$ cat src/rtl/tinyalu_pkg.sv
// Shared types for the tinyalu requester: opcodes, the queued command record
// and the requester FSM states.
package tinyalu_pkg;

  typedef enum logic [2:0] {
    NO_OP = 3'b000,
    ADD   = 3'b001,
    AND   = 3'b010,
    XOR   = 3'b011,
    MUL   = 3'b100
  } op_e;

  // op is kept as raw bits because every 1xx encoding means multiply
  typedef struct packed {
    logic [7:0] a;
    logic [7:0] b;
    logic [2:0] op;
  } alu_cmd_t;

  typedef enum logic [1:0] {
    IDLE = 2'd0,
    WAIT = 2'd1,
    RESP = 2'd2,
    GAP  = 2'd3
  } req_state_e;

endpackage

$ cat src/rtl/tinyalu_requester_fifo.sv
// Small synchronous command FIFO; DEPTH must be a power of two so the
// pointers wrap naturally.
module requester_fifo
  import tinyalu_pkg::*;
#(
  parameter int DEPTH = 4
) (
  input  logic     clk,
  input  logic     reset_n,
  input  logic     push,
  input  alu_cmd_t wr_data,
  input  logic     pop,
  output alu_cmd_t rd_data,
  output logic     full,
  output logic     empty
);

  localparam int AW = (DEPTH > 1) ? $clog2(DEPTH) : 1;

  alu_cmd_t      mem [DEPTH];
  logic [AW-1:0] wr_ptr;
  logic [AW-1:0] rd_ptr;
  logic [AW:0]   count;
  logic          do_push;
  logic          do_pop;

  assign do_push = push && !full;
  assign do_pop  = pop && !empty;
  assign full    = (count == (AW+1)'(DEPTH));
  assign empty   = (count == '0);
  assign rd_data = mem[rd_ptr];

  always_ff @(posedge clk) begin
    if (do_push) mem[wr_ptr] <= wr_data;
  end

  always_ff @(posedge clk or negedge reset_n) begin
    if (!reset_n) begin
      wr_ptr <= '0;
      rd_ptr <= '0;
      count  <= '0;
    end else begin
      if (do_push) wr_ptr <= wr_ptr + AW'(1);
      if (do_pop)  rd_ptr <= rd_ptr + AW'(1);
      case ({do_push, do_pop})
        2'b10:   count <= count + (AW+1)'(1);
        2'b01:   count <= count - (AW+1)'(1);
        default: count <= count;
      endcase
    end
  end

endmodule

$ cat src/rtl/tinyalu_requester.sv
// Initiator front end for the tinyalu start/done protocol: queues commands,
// drives one at a time onto the ALU and returns result or timeout error.
module tinyalu_requester
  import tinyalu_pkg::*;
#(
  parameter int FIFO_DEPTH     = 4,
  parameter int TIMEOUT_CYCLES = 16
) (
  input  logic        clk,
  input  logic        reset_n,
  input  logic        cmd_valid,
  output logic        cmd_ready,
  input  logic [7:0]  cmd_a,
  input  logic [7:0]  cmd_b,
  input  logic [2:0]  cmd_op,
  output logic        alu_start,
  output logic [7:0]  alu_a,
  output logic [7:0]  alu_b,
  output logic [2:0]  alu_op,
  input  logic        alu_done,
  input  logic [15:0] alu_result,
  output logic        rsp_valid,
  input  logic        rsp_ready,
  output logic [15:0] rsp_result,
  output logic [2:0]  rsp_op,
  output logic        rsp_err,
  output logic        busy
);

  localparam int CW = $clog2(TIMEOUT_CYCLES);

  req_state_e  state, state_next;
  logic [CW-1:0] cnt, cnt_next;
  logic        start_next;
  logic [7:0]  a_next, b_next;
  logic [2:0]  op_next;
  logic        rsp_valid_next;
  logic [15:0] rsp_result_next;
  logic [2:0]  rsp_op_next;
  logic        rsp_err_next;

  alu_cmd_t    head;
  logic        fifo_full, fifo_empty, pop;

  requester_fifo #(.DEPTH(FIFO_DEPTH)) u_fifo (
    .clk     (clk),
    .reset_n (reset_n),
    .push    (cmd_valid && cmd_ready),
    .wr_data ('{a: cmd_a, b: cmd_b, op: cmd_op}),
    .pop     (pop),
    .rd_data (head),
    .full    (fifo_full),
    .empty   (fifo_empty)
  );

  assign cmd_ready = !fifo_full;
  assign busy      = (state != IDLE) || !fifo_empty;

  always_ff @(posedge clk or negedge reset_n) begin
    if (!reset_n) begin
      state      <= IDLE;
      cnt        <= '0;
      alu_start  <= 1'b0;
      alu_a      <= '0;
      alu_b      <= '0;
      alu_op     <= '0;
      rsp_valid  <= 1'b0;
      rsp_result <= '0;
      rsp_op     <= '0;
      rsp_err    <= 1'b0;
    end else begin
      state      <= state_next;
      cnt        <= cnt_next;
      alu_start  <= start_next;
      alu_a      <= a_next;
      alu_b      <= b_next;
      alu_op     <= op_next;
      rsp_valid  <= rsp_valid_next;
      rsp_result <= rsp_result_next;
      rsp_op     <= rsp_op_next;
      rsp_err    <= rsp_err_next;
    end
  end

  // GAP already holds start low for a cycle, so it may dispatch the next
  // command itself; this gives 4-cycle add and 7-cycle mul throughput.
  always_comb begin
    state_next      = state;
    cnt_next        = cnt;
    start_next      = alu_start;
    a_next          = alu_a;
    b_next          = alu_b;
    op_next         = alu_op;
    rsp_valid_next  = rsp_valid;
    rsp_result_next = rsp_result;
    rsp_op_next     = rsp_op;
    rsp_err_next    = rsp_err;
    pop             = 1'b0;

    unique case (state)
      IDLE, GAP: begin
        state_next = IDLE;
        if (!fifo_empty) begin
          pop = 1'b1;
          if (head.op == NO_OP) begin
            rsp_result_next = '0;
            rsp_op_next     = NO_OP;
            rsp_err_next    = 1'b0;
            rsp_valid_next  = 1'b1;
            state_next      = RESP;
          end else begin
            a_next     = head.a;
            b_next     = head.b;
            op_next    = head.op;
            start_next = 1'b1;
            cnt_next   = '0;
            state_next = WAIT;
          end
        end
      end
      WAIT: begin
        if (alu_done) begin
          rsp_result_next = alu_result;
          rsp_op_next     = alu_op;
          rsp_err_next    = 1'b0;
          rsp_valid_next  = 1'b1;
          start_next      = 1'b0;
          state_next      = RESP;
        end else if (cnt == CW'(TIMEOUT_CYCLES - 1)) begin
          rsp_result_next = '0;
          rsp_op_next     = alu_op;
          rsp_err_next    = 1'b1;
          rsp_valid_next  = 1'b1;
          start_next      = 1'b0;
          state_next      = RESP;
        end else begin
          cnt_next = cnt + CW'(1);
        end
      end
      RESP: begin
        if (rsp_ready) begin
          rsp_valid_next = 1'b0;
          state_next     = GAP;
        end
      end
      default: state_next = IDLE;
    endcase
  end

endmodule

$ cat config.mk
export PLATFORM = sky130hd
export DESIGN_NAME = tinyalu_requester
export DESIGN_NICKNAME = d
export VERILOG_FILES = /design/src/rtl/tinyalu_pkg.sv /design/src/rtl/tinyalu_requester_fifo.sv /design/src/rtl/tinyalu_requester.sv
export SDC_FILE = /design/constraint.sdc
export NUM_CORES = 1
export LEC_CHECK = 0
export CAP_MARGIN = 0
export CORE_MARGIN = 2
export CORE_UTILIZATION = 48
export CTS_CLUSTER_SIZE = 40
export DETAILED_ROUTE_END_ITERATION = 8
export GPL_ROUTABILITY_DRIVEN = 0
export HOLD_SLACK_MARGIN = 0.05
export PLACE_DENSITY = 0.86
export SLEW_MARGIN = 20
export SYNTH_ARGS = -nofsm -noshare
export SYNTH_HDL_FRONTEND = slang
export SYNTH_SLANG_ARGS = --single-unit
$ cat constraint.sdc
create_clock -name clk -period 2.4 [get_ports clk]
set_clock_uncertainty 0.2 [all_clocks]
set_input_delay 0.6 -clock clk [delete_from_list [all_inputs] [get_ports clk]]
set_output_delay 0.6 -clock clk [all_outputs]
set_load 0.05 [all_outputs]
==> qor.yml, run 1 <==
routing:
  vias: 3067
  postRouteAntennaNets: 0
  drt_first_pass_iters: 4
  wl_per_cell_um: 19.05
  via_per_inst: 5.536
  routed_wl_mm: 10.55
  drtIter0Drc: 205
  drc_errors: 0
layout:
  multi_input_area_um2: 1453
  areaGrowthSynthToFinish_pct: 36.25
  drive_gt1_share_pct: 29.02
  nFillCells: 706
  nNetsFinal: 454
  seqCellArea_um2: 3636
  final_cell_area_um2: 6998
setup_path:
  cp.required_ps: 2650
  crit_family: "multiplexers"
  cp.depth: 5
  ff2ff_path_depth: 5
  cp_num_buf_inv: 1
  startpoint_type: "flip-flop"
  worstSetupStartpoint: "u_fifo.rd_ptr[0]$_DFFE_PN0P_"
  slowest_delay_ps: 630
  crit_arrival_ps: 2580
  cp_cell_sequence: "mux4_2, o41ai_4, and3_4, clkbuf_16, a22o_1"
  end_kind: "flip-flop"
  crit_path_max_fanout: 8
  cp_slowest_cell: "mux4_2"
  worstReg2RegStart: "u_fifo.rd_ptr[0]$_DFFE_PN0P_"
  crit_type: "flip-flop to flip-flop"
power:
  p_leak_nw: 2.846
  ir_drop_uv: 909.8
  power_density_nw_per_um2: 1566
timing:
  slew_viol_final: 0
  setup_viol: 0
  timing.final.crit_share_pct: 97.46
  grt_setup_unrepaired: "true"
  layout_setup_ws_ps: 60.95
  relSlewSlack_pct: 64.50
  tightest_slew_ps: 534.6
  fin_crit_ps: 2339
  max_freq_mhz: 427.5
  finalHoldViolations: 0
clocking:
  htree_levels: 4
  cts_tree: "done"
  clk_pin_slew_ps: 60
  cts-root-buf: "clkbuf_8"
  cts_buffers: 17
  cts_buffer_depth: 2
  clk_latency_ps: 510
  cts.sinks: 130
logic_synthesis:
  syn_avg_cell_area_um2: 18.15
  synth_top_family_by_area: "multiplexers"
  syn_inst: 283
  yosysMostFrequentCell: "edfxtp_1"
  synth_xor_xnor_area_share_pct: 1.023
  ys_ff_latch: 130
  syn_area_um2: 5136
  synth_area_leaders: "edfxtp_1 44%, dfrtp_1 26%, mux4_2 7.0%, mux2_2 3.9%, a22o_1 2.2%"
  async_flop_share_pct: 41.54
  synth_compound_area_share_pct: 7.016
  ys_warn_count: 0
  syn_nets: 333
  yosysSeqAreaShare_pct: 70.74
  synthAdderAreaFrac_pct: 2.582
  synth_mux_area_share_pct: 12.91
  synth_largest_area_cell: "edfxtp_1"
  ys_top_cells_by_count: "76 x edfxtp_1, 54 x dfrtp_1, 18 x mux2_2"
  synth_edf_count: 76
  synth_cell_type_count: 42
  synth_top_cell_area_share_pct: 44.43
  synthSimpleGateAreaFrac_pct: 3.605
  ys_dominant_reg_cell: "edfxtp_1"
grt:
  grt_max_degree: 55
  grt_pass1_vias: 3353
  track_usage_pct: 20.01
  grt_remaining_overflow: 0
  antenna_found_initial: 1
  grt_pass1_wl_mm: 17.11
floorplan:
  fp-row-count: 37
  dieWidth_um: 107.4
  die_h_um: 107.4
  pin_count: 83
  initial_core_util_pct: 49.53
  dieArea_um2: 11540
  core_area_um2: 10370
placed_design:
  io_buffer_count: 82
  place_ws_ps: -94.08
  dp_hpwl_mm: 6.625
  place_area_um2: 6379
outcome:
  outcome: "completed"
job:
  maxCapViolCount: 0
hold_path:
  hp-start: "rsp_op[1]$_DFFE_PN0P_"
  hold_depth: 1
  hold_class: "flip-flop to flip-flop"
==> per-stage QoR <==
stage                     setup TNS [ps]  instances  utilization (%)  total power, mW  hold WS, ps
after global routing              -149.8        553            67.46            11.52        316.4
after detailed placement          -388.6        518            61.51            8.556        283.7
after CTS                              0        551            66.87            10.97        303.5
final                                  0        554            67.48            10.96        295.0
after global placement            -73.69        518            61.51            8.377        286.8
after floorplan                        0        283                -            6.730        104.4
==> registers in the layout, summed over array words and instances, names as in the netlist <==
register and flops:
alu_op 3, alu_start 1, alu_b 8, u_fifo.rd_ptr 2, u_fifo.mem 76, rsp_valid 1
cnt 4, state 2, rsp_err 1, u_fifo.wr_ptr 2, rsp_result 16, u_fifo.count 3
rsp_op 3, alu_a 8
==> power by group <==
group          internal (mW)  switching, mW
registers               3.11          0.368
clock network           1.51           1.03
logic                   2.12           2.82
total                   6.74           4.22
==> cell families (layout without fill, tap and decap cells) <==
kind of cell | after synthesis | in the layout
muxes | 39 | 39
adders and majority gates | 10 | 10
DFF | 130 | 130
and+or+nand+nor | 35 | 35
buffers and inverters | 22 | 156
other | 0 | 1
AOI/OAI and AO/OA | 41 | 41
xor gates and xnor gates | 6 | 6
==> final cells by class <==
type                    count  share of cell area, %
flip-flops and latches    130                  51.96
multi-input cells         131                  20.76
repair buffers            113                  15.88
clock buffers              17                  5.918
clock inverters            15                  2.432
well taps                 136                  2.432
inverters                  11                 0.5900
diodes                      1                0.03576
==> path summary, 6_finish.rpt <==
kind                                                to  slack, ps
hold reg to reg                  rsp_op[1]$_DFFE_PN0P_        290
setup reg to reg             rsp_result[3]$_DFFE_PN0P_         60
min in group asynchronous    rsp_result[6]$_DFFE_PN0P_        430
max in group asynchronous  u_fifo.count[2]$_DFFE_PN0P_       1280
hold / removal                   rsp_op[1]$_DFFE_PN0P_        290
setup / recovery             rsp_result[3]$_DFFE_PN0P_         60
==> timing repair <==
item,4_1_cts,5_1_grt
hold endpoints to repair,54,0
resized for setup,43,5
pin swaps,0,3
hold buffers,1,0
gates cloned,0,1
endpoints found under the setup margin,73,19
buffers inserted,0,1
==> per-layer routing <==
metal  GRT usage (%)  wire length, um  up-vias
met1           23.56             4125     1585
met5               0                0        -
met3           6.114              674       16
li1                -                -     1362
met2           34.13             5627      104
met4           8.425              127        0
==> worst reg2reg max path, cell delays in order (launching register included) <==
cell and delay (ps):
dfrtp_2 420, mux4_2 630, o41ai_4 450, and3_4 300, clkbuf_16 160, a22o_1 120
==> layout by cell type (no fill, tap or decap), types with 3 or more instances in the layout <==
master / Yosys / final
clkbuf_16: 0 / 17
edfxtp_1: 76 / 76
and3_1: 7 / 6
a22o_1: 13 / 13
clkdlybuf4s50_1: 0 / 38
nor2_1: 3 / 3
xor2_1: 3 / 3
mux2_2: 18 / 18
dlygate4sd2_1: 0 / 40
ha_1: 9 / 9
buf_4: 1 / 24
buf_12: 0 / 8
nand2_1: 9 / 9
a22o_4: 0 / 3
o21ai_0: 7 / 7
nor4_1: 3 / 3
mux4_1: 3 / 3
inv_1: 11 / 11
mux4_2: 16 / 16
xnor2_1: 3 / 3
a22o_2: 9 / 6
inv_6: 0 / 6
dfrtp_1: 54 / 52
No activity file was read; power rests on OpenSTA's default activity.
==> run 2, diff against run 1 <==
--- a/config.mk
+++ b/config.mk
@@ -6,8 +6,9 @@
 export NUM_CORES = 1
 export LEC_CHECK = 0
 export CAP_MARGIN = 0
-export CORE_MARGIN = 2
+export CORE_MARGIN = 1.5
 export CORE_UTILIZATION = 48
+export CTS_CLUSTER_DIAMETER = 80
 export CTS_CLUSTER_SIZE = 40
 export DETAILED_ROUTE_END_ITERATION = 8
 export GPL_ROUTABILITY_DRIVEN = 0
==> run 2 against run 1 <==
The flow now finishes with violations (setup timing). Worst hold slack improved by 5.8 ps. Register-to-register slack lost 70 ps. First-iteration DRC count down 28%.
==> qor.yml, run 2 (synthesis results as in run 1) <==
setup_path:
  r2r-end: "alu_a[7]$_DFFE_PN0P_"  # was rsp_result[3]$_DFFE_PN0P_
  crit_arrival_ps: 2590  # was 2580 ps
  crit_path_max_fanout: 8  # unchanged
  ff2ff_path_depth: 5  # unchanged
  startpoint_type: "flip-flop"  # unchanged
  crit_type: "flip-flop to flip-flop"  # unchanged
  end_kind: "flip-flop"  # unchanged
  reg2reg_setup_slack_ps: -6  # was 60 ps
  cp.required_ps: 2580  # was 2650 ps
  worstReg2RegStart: "u_fifo.rd_ptr[0]$_DFFE_PN0P_"  # unchanged
routing:
  wl_per_cell_um: 19.21  # was 19.05 um
  vias: 3060  # was 3,067
  routed_wl_mm: 10.70  # was 10.55 mm
  postRouteAntennaNets: 0  # unchanged
  drc_errors: 0  # unchanged
  via_per_inst: 5.494  # was 5.536
  drt_first_pass_iters: 4  # unchanged
  drtIter0Drc: 147  # was 205
floorplan:
  core_area_um2: 10370  # unchanged
  die_h_um: 106.4  # was 107.4 um
  dieArea_um2: 11330  # was 11,540 um^2
  fp-row-count: 37  # unchanged
  dieWidth_um: 106.4  # was 107.4 um
  pin_count: 83  # unchanged
  initial_core_util_pct: 49.53  # unchanged
clocking:
  cts_buffer_depth: 2  # unchanged
  cts_buffers: 17  # unchanged
  cts-root-buf: "clkbuf_8"  # unchanged
  cts_tree: "done"  # unchanged
  clk_pin_slew_ps: 60  # about the same
  cts.sinks: 130  # unchanged
  clk_latency_ps: 500  # was 510 ps
  htree_levels: 4  # unchanged
timing:
  grt_setup_unrepaired: "true"  # unchanged
  max_freq_mhz: 415.7  # was 427.5 MHz
  fin_crit_ps: 2406  # was 2339 ps
  layout_setup_ws_ps: -5.740  # was 60.95 ps
  timing.final.crit_share_pct: 100.2  # was 97.46%
  tightest_slew_ps: 531.8  # was 534.6 ps
  relSlewSlack_pct: 64.69  # was 64.50%
  finalSetupTns_ps: -9.675  # was 0 ps
  finalHoldViolations: 0  # unchanged
  slew_viol_final: 0  # unchanged
  setup_viol: 3  # was 0
grt:
  grt_pass1_wl_mm: 16.73  # was 17.11 mm
  grt_pass1_vias: 3230  # was 3,353
  grt_max_degree: 55  # unchanged
  antenna_found_initial: 0  # was 1
  grt_remaining_overflow: 0  # unchanged
  track_usage_pct: 19.83  # was 20.01%
layout:
  nNetsFinal: 458  # was 454
  n_antenna_cell: 0  # was 1
  mostFrequentLayoutCells: "76 x edfxtp_1, 52 x dfrtp_1, 40 x dlygate4sd2_1, 38 x clkdlybuf4s50_1, 26 x buf_4"  # was 76 x edfxtp_1, 52 x dfrtp_1, 40 x dlygate4sd2_1, 38 x clkdlybuf4s50_1, 24 x buf_4
  drive_gt1_share_pct: 29.69  # was 29.02%
  final_cell_area_um2: 7034  # was 6998 um^2
  nFillCells: 700  # was 706
  largest_reg_flops: 76  # unchanged
  biggestRegsByFlops: "u_fifo.mem: 76 flops, rsp_result: 16 flops"  # unchanged
  layout_commonest_cell: "edfxtp_1"  # unchanged
  regMostFlops: "u_fifo.mem"  # unchanged
  areaGrowthSynthToFinish_pct: 36.96  # was 36.25%
hold_path:
  hold_depth: 1  # unchanged
  hold_class: "flip-flop to flip-flop"  # unchanged
  min_to: "rsp_result[8]$_DFFE_PN0P_"  # was rsp_op[1]$_DFFE_PN0P_
  hp-start: "rsp_result[8]$_DFFE_PN0P_"  # was rsp_op[1]$_DFFE_PN0P_
placed_design:
  dp_hpwl_mm: 6.470  # was 6.625 mm
  place_area_um2: 6371  # was 6379 um^2
  io_buffer_count: 82  # unchanged
job:
  maxCapViolCount: 0  # unchanged
outcome:
  violations: "setup timing"
  outcome: "complete, but fails checks"  # was completed
power:
  power_density_nw_per_um2: 1600  # was 1566 nW/um^2
  p_leak_nw: 2.869  # was 2.846 nW
  ir_drop_uv: 1075  # was 909.8 uV
run 2: changes by cell type in the layout (fill, tap and decap cells not counted), sizes merged:
cell and delta:
clkinvlp +1, buf +3, inv -4, diode -1, clkinv +2, clkbuf +2
run 2: worst max-delay path, stage by stage (launching register included):
cell       delay, ps
dfrtp_2          430
mux4_2           620
o311ai_4         360
buf_12           170
clkbuf_16        160
mux2_2           330
run 2: routing by layer:
layer / share of wire, % / wire [um] / track usage (%) / up-vias
met3: 5.4 / 582 / 5.579 / 5
met2: 53 / 5656 / 33.92 / 94
met1: 41 / 4394 / 23.85 / 1590
li1: - / - / - / 1371
met5: 0 / 0 / 0 / -
met4: 0.61 / 65 / 7.714 / 0
run 2: layout make-up:
class / count / area [um^2] / area share (%)
multi-input cells: 131 / 1443 / 20.51
flip-flops and latches: 130 / 3636 / 51.69
clock inverters: 14 / 155.1 / 2.206
well taps: 136 / 170.2 / 2.419
repair buffers: 117 / 1171 / 16.65
clock buffers: 18 / 417.9 / 5.941
inverters: 11 / 41.29 / 0.5870
run 2: timing repair:
item | CTS | global route
resized for setup | 41 | 8
pin swaps | 0 | 2
endpoints found under the setup margin | 41 | 44
hold buffers | 1 | 0
buffers inserted | 0 | 5
hold endpoints to repair | 54 | 0
gates cloned | 0 | 2
run 2: worst max-delay path by stage:
stage,depth (start not counted),slack (ps),start,to
2_1_floorplan,10,2,u_fifo.count[0]$_DFFE_PN0P_,u_fifo.count[2]$_DFFE_PN0P_
3_3_place_gp,9,-40,cmd_valid,u_fifo.count[2]$_DFFE_PN0P_
3_5_place_dp,9,-80,cmd_valid,u_fifo.count[2]$_DFFE_PN0P_
4_1_cts,4,0.6,u_fifo.rd_ptr[0]$_DFFE_PN0P_,alu_b[7]$_DFFE_PN0P_
5_1_grt,5,-40,u_fifo.rd_ptr[0]$_DFFE_PN0P_,alu_a[5]$_DFFE_PN0P_
6_report,5,-6,u_fifo.rd_ptr[0]$_DFFE_PN0P_,alu_a[7]$_DFFE_PN0P_
run 2: stage by stage:
stage / power, mW / setup WS (ps) / util (%) / hold WS, ps / cells
after floorplan: 6.730 / 1.823 / - / 104.4 / 283
after global placement: 8.365 / -44.30 / 61.44 / 286.7 / 517
after detailed placement: 8.548 / -77.87 / 61.44 / 288.4 / 517
after CTS: 10.87 / 0.6191 / 66.63 / 302.7 / 550
after global routing: 11.82 / -43.69 / 67.83 / 309.6 / 557
final: 11.26 / -5.740 / 67.83 / 300.7 / 557
run 2: power by group:
part           switching, mW  leakage, nW  internal, mW  total (mW)
logic                   2.94         1.24          2.37        5.31
registers              0.371         1.36          3.11        3.48
clock network          0.972        0.277          1.49        2.47
